--- src/rtl/fir_tap_sequencer_pkg.sv ---
// fir_seq_pkg: shared constants for the FIR tap sequencer slice.
//   - default geometry (taps, address width, sample width, MAC latency)
//   - FSM state encodings, kept as plain logic constants
//   - drain_count(): cycles spent in DRAIN, including the res_valid cycle
package fir_seq_pkg;

  localparam int NTAPS_DEF   = 512;
  localparam int AW_DEF      = 9;
  localparam int DW_DEF      = 24;
  localparam int MAC_LAT_DEF = 2;

  typedef logic [2:0] state_t;

  localparam state_t ST_INIT  = 3'd0;
  localparam state_t ST_IDLE  = 3'd1;
  localparam state_t ST_WRITE = 3'd2;
  localparam state_t ST_RUN   = 3'd3;
  localparam state_t ST_DRAIN = 3'd4;

  // One cycle for the final registered ROM/RAM read, then the MAC pipeline.
  function automatic int drain_count(input int mac_lat);
    return mac_lat + 1;
  endfunction

endpackage

--- src/rtl/fir_tap_sequencer_if.sv ---
// fir_tap_sequencer_if: bundle between the codec sample side, the
// coefficient ROM / sample ring buffer and the MAC datapath.
//   master : the sequencer (consumes smp_valid/smp_din, drives the rest)
//   slave  : the surrounding datapath / codec side
// Signals:
//   smp_valid, smp_din          new audio sample strobe and data
//   buf_we, buf_waddr, buf_wdata ring buffer write port
//   buf_raddr, coef_addr        matched read addresses
//   mac_en, mac_clr, mac_last   MAC control strobes
//   res_valid                   MAC output is a finished filter result
//   busy, overrun               status
interface fir_tap_sequencer_if
  import fir_seq_pkg::*;
#(
  parameter int AW = AW_DEF,
  parameter int DW = DW_DEF
);

  logic          smp_valid;
  logic [DW-1:0] smp_din;
  logic          buf_we;
  logic [AW-1:0] buf_waddr;
  logic [DW-1:0] buf_wdata;
  logic [AW-1:0] buf_raddr;
  logic [AW-1:0] coef_addr;
  logic          mac_en;
  logic          mac_clr;
  logic          mac_last;
  logic          res_valid;
  logic          busy;
  logic          overrun;

  modport master (
    input  smp_valid, smp_din,
    output buf_we, buf_waddr, buf_wdata, buf_raddr, coef_addr,
    output mac_en, mac_clr, mac_last, res_valid, busy, overrun
  );

  modport slave (
    output smp_valid, smp_din,
    input  buf_we, buf_waddr, buf_wdata, buf_raddr, coef_addr,
    input  mac_en, mac_clr, mac_last, res_valid, busy, overrun
  );

endinterface

--- src/rtl/fir_tap_sequencer_pending.sv ---
// fir_seq_pending: one-entry holding register for samples that arrive while
// the sequencer is busy.
// Ports:
//   clk, rst_n   clock, async active-low reset
//   load         a sample wants to be held
//   consume      the sequencer takes the held sample this cycle
//   din          sample to hold
//   full         a sample is held
//   dout         the held sample
//   overrun      sticky: a sample was dropped because the register was full
module fir_seq_pending
  import fir_seq_pkg::*;
#(
  parameter int DW = DW_DEF
)
(
  input  logic          clk,
  input  logic          rst_n,
  input  logic          load,
  input  logic          consume,
  input  logic [DW-1:0] din,
  output logic          full,
  output logic [DW-1:0] dout,
  output logic          overrun
);

  // A load in the same cycle as a consume refills the slot, so it never
  // counts as an overrun; only a load into an occupied, unconsumed slot is
  // dropped, and the held sample is kept.
  always_ff @(posedge clk or negedge rst_n) begin
    if (!rst_n) begin
      full    <= 1'b0;
      dout    <= '0;
      overrun <= 1'b0;
    end else begin
      if (load && (consume || !full)) begin
        dout <= din;
        full <= 1'b1;
      end else if (consume) begin
        full <= 1'b0;
      end else if (load) begin
        overrun <= 1'b1;
      end
    end
  end

endmodule

--- src/rtl/fir_tap_sequencer.sv ---
// fir_tap_sequencer: control FSM for the FIR filter.
// Zero-fills the sample ring buffer after reset, then for every sample
// writes it into the ring, walks all taps with matched coefficient and
// sample addresses, drives the MAC strobes one cycle behind the reads and
// pulses res_valid once the MAC pipeline has settled.
// Ports:
//   clk, rst_n   clock, async active-low reset
//   bus          fir_tap_sequencer_if.master (sample in, buffer/ROM
//                addresses, MAC strobes, status)
// All outputs are registered.
module fir_tap_sequencer
  import fir_seq_pkg::*;
#(
  parameter int NTAPS   = NTAPS_DEF,
  parameter int AW      = AW_DEF,
  parameter int DW      = DW_DEF,
  parameter int MAC_LAT = MAC_LAT_DEF
)
(
  input  logic                clk,
  input  logic                rst_n,
  fir_tap_sequencer_if.master bus
);

  localparam int KW        = AW + 1;
  localparam int DEPTH     = 2 ** AW;
  localparam int DRAIN_CNT = drain_count(MAC_LAT);
  localparam int DCW       = $clog2(DRAIN_CNT);

  localparam logic [KW-1:0]  K_LAST   = KW'(NTAPS - 1);
  localparam logic [KW-1:0]  INIT_END = KW'(DEPTH);
  localparam logic [DCW-1:0] D_LAST   = DCW'(DRAIN_CNT - 1);

  state_t         state, state_nx;
  logic [KW-1:0]  k, k_nx;
  logic [KW-1:0]  init_cnt, init_nx;
  logic [DCW-1:0] dcnt, dcnt_nx;
  logic [AW-1:0]  base, base_nx;
  logic [AW-1:0]  wr_ptr, wr_ptr_nx;

  logic           we_nx;
  logic [AW-1:0]  waddr_nx;
  logic [DW-1:0]  wdata_nx;
  logic [AW-1:0]  coef_nx;
  logic [AW-1:0]  raddr_nx;

  logic           launch;
  logic [DW-1:0]  launch_data;
  logic           direct_cap;
  logic           pend_consume;
  logic           pend_load;
  logic           pend_full;
  logic [DW-1:0]  pend_data;
  logic           pend_overrun;

  // Any sample not taken straight from IDLE goes to the holding register.
  assign pend_load = bus.smp_valid && !direct_cap;

  fir_seq_pending #(.DW(DW)) u_pending (
    .clk     (clk),
    .rst_n   (rst_n),
    .load    (pend_load),
    .consume (pend_consume),
    .din     (bus.smp_din),
    .full    (pend_full),
    .dout    (pend_data),
    .overrun (pend_overrun)
  );

  assign bus.overrun = pend_overrun;

  // Next-state logic. The *_nx output values describe the cycle after the
  // coming edge, which is what lets every output be a plain register while
  // still lining up with the state it belongs to. A held sample always wins
  // over IDLE so samples collected during INIT or a run are never stranded.
  always_comb begin
    state_nx     = state;
    k_nx         = k;
    init_nx      = init_cnt;
    dcnt_nx      = dcnt;
    base_nx      = base;
    wr_ptr_nx    = wr_ptr;
    we_nx        = 1'b0;
    waddr_nx     = bus.buf_waddr;
    wdata_nx     = bus.buf_wdata;
    coef_nx      = bus.coef_addr;
    raddr_nx     = bus.buf_raddr;
    launch       = 1'b0;
    launch_data  = pend_data;
    direct_cap   = 1'b0;
    pend_consume = 1'b0;

    case (state)
      ST_INIT: begin
        if (init_cnt == INIT_END) begin
          if (pend_full) begin
            launch       = 1'b1;
            pend_consume = 1'b1;
          end else begin
            state_nx = ST_IDLE;
          end
        end else begin
          we_nx    = 1'b1;
          waddr_nx = init_cnt[AW-1:0];
          wdata_nx = '0;
          init_nx  = init_cnt + KW'(1);
        end
      end
      ST_IDLE: begin
        if (pend_full) begin
          launch       = 1'b1;
          pend_consume = 1'b1;
        end else if (bus.smp_valid) begin
          launch      = 1'b1;
          launch_data = bus.smp_din;
          direct_cap  = 1'b1;
        end
      end
      ST_WRITE: begin
        state_nx  = ST_RUN;
        base_nx   = wr_ptr;
        wr_ptr_nx = wr_ptr + AW'(1);
        k_nx      = '0;
        coef_nx   = '0;
        raddr_nx  = wr_ptr;
      end
      ST_RUN: begin
        if (k == K_LAST) begin
          state_nx = ST_DRAIN;
          dcnt_nx  = '0;
        end else begin
          k_nx     = k + KW'(1);
          coef_nx  = k_nx[AW-1:0];
          raddr_nx = base - k_nx[AW-1:0];
        end
      end
      ST_DRAIN: begin
        if (dcnt == D_LAST) begin
          if (pend_full) begin
            launch       = 1'b1;
            pend_consume = 1'b1;
          end else begin
            state_nx = ST_IDLE;
          end
        end else begin
          dcnt_nx = dcnt + DCW'(1);
        end
      end
      default: state_nx = ST_INIT;
    endcase

    if (launch) begin
      state_nx = ST_WRITE;
      we_nx    = 1'b1;
      waddr_nx = wr_ptr;
      wdata_nx = launch_data;
    end
  end

  // FSM state and counters.
  always_ff @(posedge clk or negedge rst_n) begin
    if (!rst_n) begin
      state    <= ST_INIT;
      k        <= '0;
      init_cnt <= '0;
      dcnt     <= '0;
      base     <= '0;
      wr_ptr   <= '0;
    end else begin
      state    <= state_nx;
      k        <= k_nx;
      init_cnt <= init_nx;
      dcnt     <= dcnt_nx;
      base     <= base_nx;
      wr_ptr   <= wr_ptr_nx;
    end
  end

  // Output registers. The MAC strobes are taken from the current RUN state
  // rather than the next one, which delays them by exactly the one-cycle
  // read latency of the ROM and the ring buffer.
  always_ff @(posedge clk or negedge rst_n) begin
    if (!rst_n) begin
      bus.buf_we    <= 1'b0;
      bus.buf_waddr <= '0;
      bus.buf_wdata <= '0;
      bus.buf_raddr <= '0;
      bus.coef_addr <= '0;
      bus.mac_en    <= 1'b0;
      bus.mac_clr   <= 1'b0;
      bus.mac_last  <= 1'b0;
      bus.res_valid <= 1'b0;
      bus.busy      <= 1'b0;
    end else begin
      bus.buf_we    <= we_nx;
      bus.buf_waddr <= waddr_nx;
      bus.buf_wdata <= wdata_nx;
      bus.buf_raddr <= raddr_nx;
      bus.coef_addr <= coef_nx;
      bus.mac_en    <= (state == ST_RUN);
      bus.mac_clr   <= (state == ST_RUN) && (k == '0);
      bus.mac_last  <= (state == ST_RUN) && (k == K_LAST);
      bus.res_valid <= (state_nx == ST_DRAIN) && (dcnt_nx == D_LAST);
      bus.busy      <= (state_nx != ST_IDLE);
    end
  end

endmodule

--- src/flat_wrapper.sv ---
// flat-port wrapper written by rule: the top's interface ports become plain ports
module fir_tap_sequencer_flat import fir_seq_pkg::*;
#(
  parameter int NTAPS   = NTAPS_DEF,
  parameter int AW      = AW_DEF,
  parameter int DW      = DW_DEF,
  parameter int MAC_LAT = MAC_LAT_DEF
)
  (clk, rst_n, bus_smp_valid, bus_smp_din, bus_buf_we, bus_buf_waddr, bus_buf_wdata, bus_buf_raddr, bus_coef_addr, bus_mac_en, bus_mac_clr, bus_mac_last, bus_res_valid, bus_busy, bus_overrun);
  fir_tap_sequencer_if #(.AW(AW), .DW(DW)) bus_i ();
  input  logic clk;
  input  logic rst_n;
  input wire logic [$bits(bus_i.smp_valid)-1:0] bus_smp_valid;
  input wire logic [$bits(bus_i.smp_din)-1:0] bus_smp_din;
  output wire logic [$bits(bus_i.buf_we)-1:0] bus_buf_we;
  output wire logic [$bits(bus_i.buf_waddr)-1:0] bus_buf_waddr;
  output wire logic [$bits(bus_i.buf_wdata)-1:0] bus_buf_wdata;
  output wire logic [$bits(bus_i.buf_raddr)-1:0] bus_buf_raddr;
  output wire logic [$bits(bus_i.coef_addr)-1:0] bus_coef_addr;
  output wire logic [$bits(bus_i.mac_en)-1:0] bus_mac_en;
  output wire logic [$bits(bus_i.mac_clr)-1:0] bus_mac_clr;
  output wire logic [$bits(bus_i.mac_last)-1:0] bus_mac_last;
  output wire logic [$bits(bus_i.res_valid)-1:0] bus_res_valid;
  output wire logic [$bits(bus_i.busy)-1:0] bus_busy;
  output wire logic [$bits(bus_i.overrun)-1:0] bus_overrun;
  assign bus_i.smp_valid = bus_smp_valid;
  assign bus_i.smp_din = bus_smp_din;
  assign bus_buf_we = bus_i.buf_we;
  assign bus_buf_waddr = bus_i.buf_waddr;
  assign bus_buf_wdata = bus_i.buf_wdata;
  assign bus_buf_raddr = bus_i.buf_raddr;
  assign bus_coef_addr = bus_i.coef_addr;
  assign bus_mac_en = bus_i.mac_en;
  assign bus_mac_clr = bus_i.mac_clr;
  assign bus_mac_last = bus_i.mac_last;
  assign bus_res_valid = bus_i.res_valid;
  assign bus_busy = bus_i.busy;
  assign bus_overrun = bus_i.overrun;
  fir_tap_sequencer #(.NTAPS(NTAPS), .AW(AW), .DW(DW), .MAC_LAT(MAC_LAT)) u_core (.clk(clk), .rst_n(rst_n), .bus(bus_i));
endmodule
--- config.mk ---
export PLATFORM = sky130hd
export DESIGN_NAME = fir_tap_sequencer_flat
export DESIGN_NICKNAME = d
export VERILOG_FILES = /design/src/rtl/fir_tap_sequencer_pkg.sv /design/src/rtl/fir_tap_sequencer_if.sv /design/src/rtl/fir_tap_sequencer_pending.sv /design/src/rtl/fir_tap_sequencer.sv /design/src/flat_wrapper.sv
export SDC_FILE = /design/constraint.sdc
export NUM_CORES = 1
export LEC_CHECK = 0
export CELL_PAD_IN_SITES_DETAIL_PLACEMENT = 1
export CELL_PAD_IN_SITES_GLOBAL_PLACEMENT = 2
export CORE_MARGIN = 8
export CORE_UTILIZATION = 33
export CTS_BUF_LIST = sky130_fd_sc_hd__clkbuf_2
export DETAILED_ROUTE_END_ITERATION = 6
export GPL_TIMING_DRIVEN = 0
export PLACE_DENSITY = 0.82
export SYNTH_ARGS = -nofsm -noshare
export SYNTH_HDL_FRONTEND = slang
export SYNTH_SLANG_ARGS = --single-unit
--- constraint.sdc ---
create_clock -name clk -period 2.2 [get_ports clk]
set_input_delay 0.33 -clock clk [delete_from_list [all_inputs] [get_ports clk]]
set_output_delay 0.33 -clock clk [all_outputs]
set_load 0.03 [all_outputs]
# --- Word-level counts from Yosys, hierarchy flattened ---
# Index checks and enable logic that the tools add are counted.
totals:
  inputBits: 27
  out_inout_bits: 58
  word_cells: 94
  reg_bits: 126
classes:
  n_eq_ne: 12
  n_addsub: 5
  bitwise: 3
  n_mux: 38
  reduce_logical: 17
op_table:
  columns: ["operator", "count"]
  rows:
  - ["24-bit two-way mux", 6]
  - ["9-bit two-way mux", 5]
  - ["9-bit case mux with 2 select lines", 2]
  - ["10-bit by 1-bit adder with 10-bit output, second input constant", 2]
  - ["10-bit case mux with 2 select lines", 1]
  - ["3-bit two-way mux", 5]
  - ["3-bit case mux with 5 select lines", 1]
  - ["1-bit two-way mux", 12]
  - ["10-bit == test, second input constant", 1]
  - ["10-bit by 9-bit == test with 1-bit output, second input constant", 1]
  - ["10-bit zero test", 1]
  - ["10-bit two-way mux", 1]
  - ["9-bit by 1-bit adder with 9-bit output, second input constant", 1]
  - ["9-bit subtractor", 1]
  - ["3-bit by 2-bit == test with 1-bit output, second input constant", 2]
  - ["3-bit == test, second input constant", 2]
  - ["1-bit case mux with 3 select lines", 2]
  - ["2-bit AND reduction", 3]
  - ["2-bit nonzero test", 3]
  - ["1-bit logical AND", 5]
  - ["2-bit == test, second input constant", 2]
  - ["2-bit two-way mux", 2]
  - ["2-bit case mux with 2 select lines", 1]
  - ["3-bit by 1-bit == test with 1-bit output, second input constant", 1]
  - ["other kinds (9)", 12]

# --- Logic depth before layout (Yosys ltp) ---
logic_depth:
  depth_word: 8
  ltp_mapped: 10
  ltp_nobuf: 10

# --- Hierarchy ---
# From an unflattened synthesis, not the netlist that was laid out.
hier_totals:
  hier_cells: 530
  area_unflattened_um2: 5739.3
modules_own_cells:
  columns: ["mod", "cells_per_inst", "instances", "seq_area_each_um2", "area_each_um2"]
  rows:
  - ["fir_tap_sequencer", 473, 1, 2277.2, 4663.2]
  - ["fir_seq_pending", 57, 1, 650.6, 1076.0]

# --- Least setup slack after synthesis ---
# No wires, ideal clock.
synth_path:
  path_type: "register to register"
  start: "register u_core.bus.coef_addr[2] (netlist name)"
  end: "register u_core.bus.buf_raddr[7]"
  arrival_time_ns: 2.096
  path_buffers: 1
  t_required_ns: 2.074
  synth_period_minus_slack_ns: 2.222
  setup_slack_ns: -0.022
  stages_incl_launch_ff: 11
  setup_time_ns: 0.126
  cell_sequence: "dfrtp_1 > clkbuf_2 > and3_1 > xnor2_1 > ha_1 > a21o_1 > a21oi_1 > o21ai_0 > a31oi_1 > mux2i_1 > a221o_1"
synth_rtl:
  columns: ["element", "line_no", "source"]
  rows:
  - ["end signal, assigned", "fir_tap_sequencer.sv:198", "bus.buf_raddr <= raddr_nx;"]
  - ["end, declared", "fir_tap_sequencer_if.sv:35", "output buf_we, buf_waddr, buf_wdata, buf_raddr, coef_addr,"]

==> reports/results.ini <==
[floorplan]
fp.dieW_um = 148.5
fp.dieArea_um2 = 22060
io_pins = 85
core_um2 = 17240
fp-row-count = 48
start_util = 0.3363
die-height_um = 148.5

[pwr]
pwr-share-clk = 0.122
p_leak_nw = 3.922
switching_share = 0.4261
combPwrFrac = 0.553
power_density_nw_per_um2 = 1367
p_sw_w = 0.004560
seqPwrFrac = 0.325
internal_power_w = 0.006143
irDropWorstVdd_mv = 0.5608
power_w = 0.01070

[routing]
routed_wl_um = 16660
dr.first_iter.drc_count = 176
drc = 0
ant_nets = 0
avgViaCountPerCell = 4.922
wl_per_cell_um = 18.13
vias = 4523
drtPass1Iterations = 5

[worst_setup_path]
criticalPathCategory = reg -> reg
crit_chain = ha_4 > and4_4 > nand2_2 > xor2_4 > ha_4 > a21o_1 > a31oi_2 > mux2i_1 > a221o_1
cp_slowest_cell = dfrtp_2
end_kind = flop
critical_path.max_fanout = 5
critPathLaunchType = flop
path_common_cell = ha_4
cp.depth = 9
path_buf_inv = 0
cpLargestDelayFamily = compound AO/OA/AOI/OAI gates
worstPathRequired_ns = 2.79
slowest_delay_ns = 0.47
reg2reg_depth = 9
worst_ep_arrival_time_ns = 2.86

[sta]
finalSetupViolations = 2
slew-limit-headroom = 0.4778
clock_skew_ns = 0.03672
fmax_mhz = 439.8
final-max-slew-violation-count = 0
worst_pin_slew_ns = 0.7767
post-route-min-period_ns = 2.274
fin_ws_ns = -0.07360
fin_crit_sh = 1.033
finalHoldViolations = 0
rsz0062_at_grt = true

[synth]
async_flop_share = 1.000
synth_flop_cell = dfrtp_1
synthDistinctLibCells = 49
synth_warnings = 0
seq_area_frac_synth = 0.5051
synth_nets = 596
syn_area_per_cell_um2 = 10.48
netlist_instances = 553
ys_ff_latch = 117
synthesis.area_um2 = 5797
synth_edf_count = 0

[clock_network]
clock_latency_ns = 0.71
clock_path_buffers = 2
cts_tree = yes
cts_buffers = 17
clock-sinks = 117
cts_max_level = 4
clk_pin_slew_ns = 0.19
clock_tree.root_cell = clkbuf_2

[place]
port_buffers = 84
place_congestion = 0.7880
place_hpwl_um = 11360

[global_routing]
grt_overflow = 0
met2_usage = 0.2455
grt_util_met1 = 0.1910
grt_pass1_wl_um = 26650
grt_max_degree = 66
antenna_found_initial = 1
grt_usage = 0.1525
use_met3 = 0.04011
grt_pass1_vias = 4975
top_usage_layer = met2

[status]
outcome = finished, violations left
violations = negative setup slack

[run]
max_cap_viol_count = 0

[final_layout]
final_core_util = 0.4541
fin_nets = 726
final_layout_size_suffix_gt1_frac = 0.2799
area_growth_pct = 35.03

[hold_path]
holdCritPathClass = in -> async

==> through the flow <==
stage                     hold slack, ns  area [um^2]  TNS [ns]  instances  setup slack [ns]
after floorplan                  0.03441         5797         0        553          0.002898
after global placement            0.4530         6919   -454.11        862            -3.834
after detailed placement          0.3276         6948    -10.27        863           -0.3892
after CTS                        0.08201         7386   -0.2167        900           -0.1131
after global routing              0.1038         7828   -0.8734        919           -0.1525
final                             0.1206         7828  -0.07659        919          -0.07360
==> cells in the final DEF, fill, tap and decap left out, drive strengths merged, types with 10 or more instances in the layout <==
cell type      netlist  final
a21oi               10     10
buf                 22     50
clkbuf              16     38
clkdlybuf4s50        0     34
dfrtp              117    117
dlygate4sd2          0     14
dlymetal6s2s         0     33
ha                  15     15
inv                 14     14
mux2                49     49
nand2              116    116
nor2                25     25
o21ai               55     55
xnor2               22     22
xor2                10     10
==> kinds of logic after synthesis <==
family | Yosys count | synth area share
AOI/OAI and AO/OA | 92 | 0.09389
muxes | 54 | 0.1168
adders and majority gates | 16 | 0.03583
buffers and inverters | 52 | 0.04727
DFF | 117 | 0.5051
xor gates and xnor gates | 32 | 0.04835
and+or+nand+nor | 190 | 0.1528
==> metal layers <==
layer,vias to the layer above,share of wire
li1,2133,-
met1,2300,0.45
met2,72,0.49
met3,18,0.038
met4,0,0.017
met5,-,0
==> sequential cells by signal (all words and copies together), names as in the netlist, 2 cells and up <==
signal / flops
u_core.init_cnt: 10
u_core.bus.buf_wdata: 24
u_core.u_pending.dout: 24
u_core.bus.buf_waddr: 9
u_core.state: 3
u_core.dcnt: 2
u_core.bus.buf_raddr: 9
u_core.k: 2
u_core.wr_ptr: 9
u_core.bus.coef_addr: 8
u_core.base: 9
==> final cells by class <==
| class | count | area (um^2) |
|---|---|---|
| Tap cell | 225 | 281.5 |
| Antenna cell | 1 | 2.502 |
| Clock inverter | 8 | 86.33 |
| Buffer | 37 | 269.0 |
| Sequential cell | 117 | 2935 |
| Fill cell | 1885 | 9409 |
| Inverter | 14 | 55.05 |
| Multi-Input combinational cell | 384 | 2939 |
| Clock buffer | 21 | 105.1 |
| Timing Repair Buffer | 112 | 1154 |
==> final timing paths <==
path / to / slack [ns] / startpoint
worst max-delay path: u_core.bus.buf_raddr[7]$_DFFE_PN0P_ / -0.07 / u_core.bus.coef_addr[0]$_DFFE_PN0P_
worst min-delay path: u_core.u_pending.dout[16]$_DFFE_PN0P_ / 0.12 / rst_n
worst max register to register: u_core.bus.buf_raddr[7]$_DFFE_PN0P_ / -0.07 / u_core.bus.coef_addr[0]$_DFFE_PN0P_
worst min register to register: u_core.init_cnt[9]$_DFFE_PN0P_ / 0.50 / u_core.init_cnt[9]$_DFFE_PN0P_
max in group asynchronous: u_core.base[4]$_DFFE_PN0P_ / 1.35 / rst_n
min in group clk: u_core.u_pending.dout[21]$_DFFE_PN0P_ / 0.24 / bus_smp_din[21]
==> power by group through the flow <==
stage                     combinational [W]  sequential (W)  clock [W]
after floorplan                     0.00294         0.00392          0
after global placement              0.00496         0.00346          0
after detailed placement            0.00512         0.00350          0
after CTS                           0.00536         0.00347    0.00135
after global routing                0.00644         0.00360    0.00143
final                               0.00592         0.00348    0.00131
==> repair_timing <==
item | 4_1_cts | 5_1_grt
buffers inserted | 8 | 17
hold endpoints to repair | 97 | 0
pin swaps | 11 | 20
setup endpoints to repair | 86 | 105
hold buffers | 1 | 0
resized for setup | 62 | 86
gates cloned | 0 | 1
==> synth_stat cells, drive strengths merged, types with 4 or more instances <==
library cell	count	area share
nand2b	5	0.0054
o31ai	5	0.0088
nand4	7	0.0076
inv	14	0.0091
mux2	49	0.11
xor2	10	0.015
o21ai	55	0.047
mux2i	5	0.0086
a22oi	4	0.0052
nand2	116	0.075
clkbuf	16	0.011
nor2b	6	0.0065
nor2	25	0.019
ha	15	0.032
and3	6	0.0065
nand3	8	0.0069
nor4	4	0.0069
buf	22	0.027
a21oi	10	0.0086
xnor2	22	0.033
a31oi	8	0.0086
dfrtp	117	0.51
and2	4	0.0047
(Power assumes the default switching activity.)
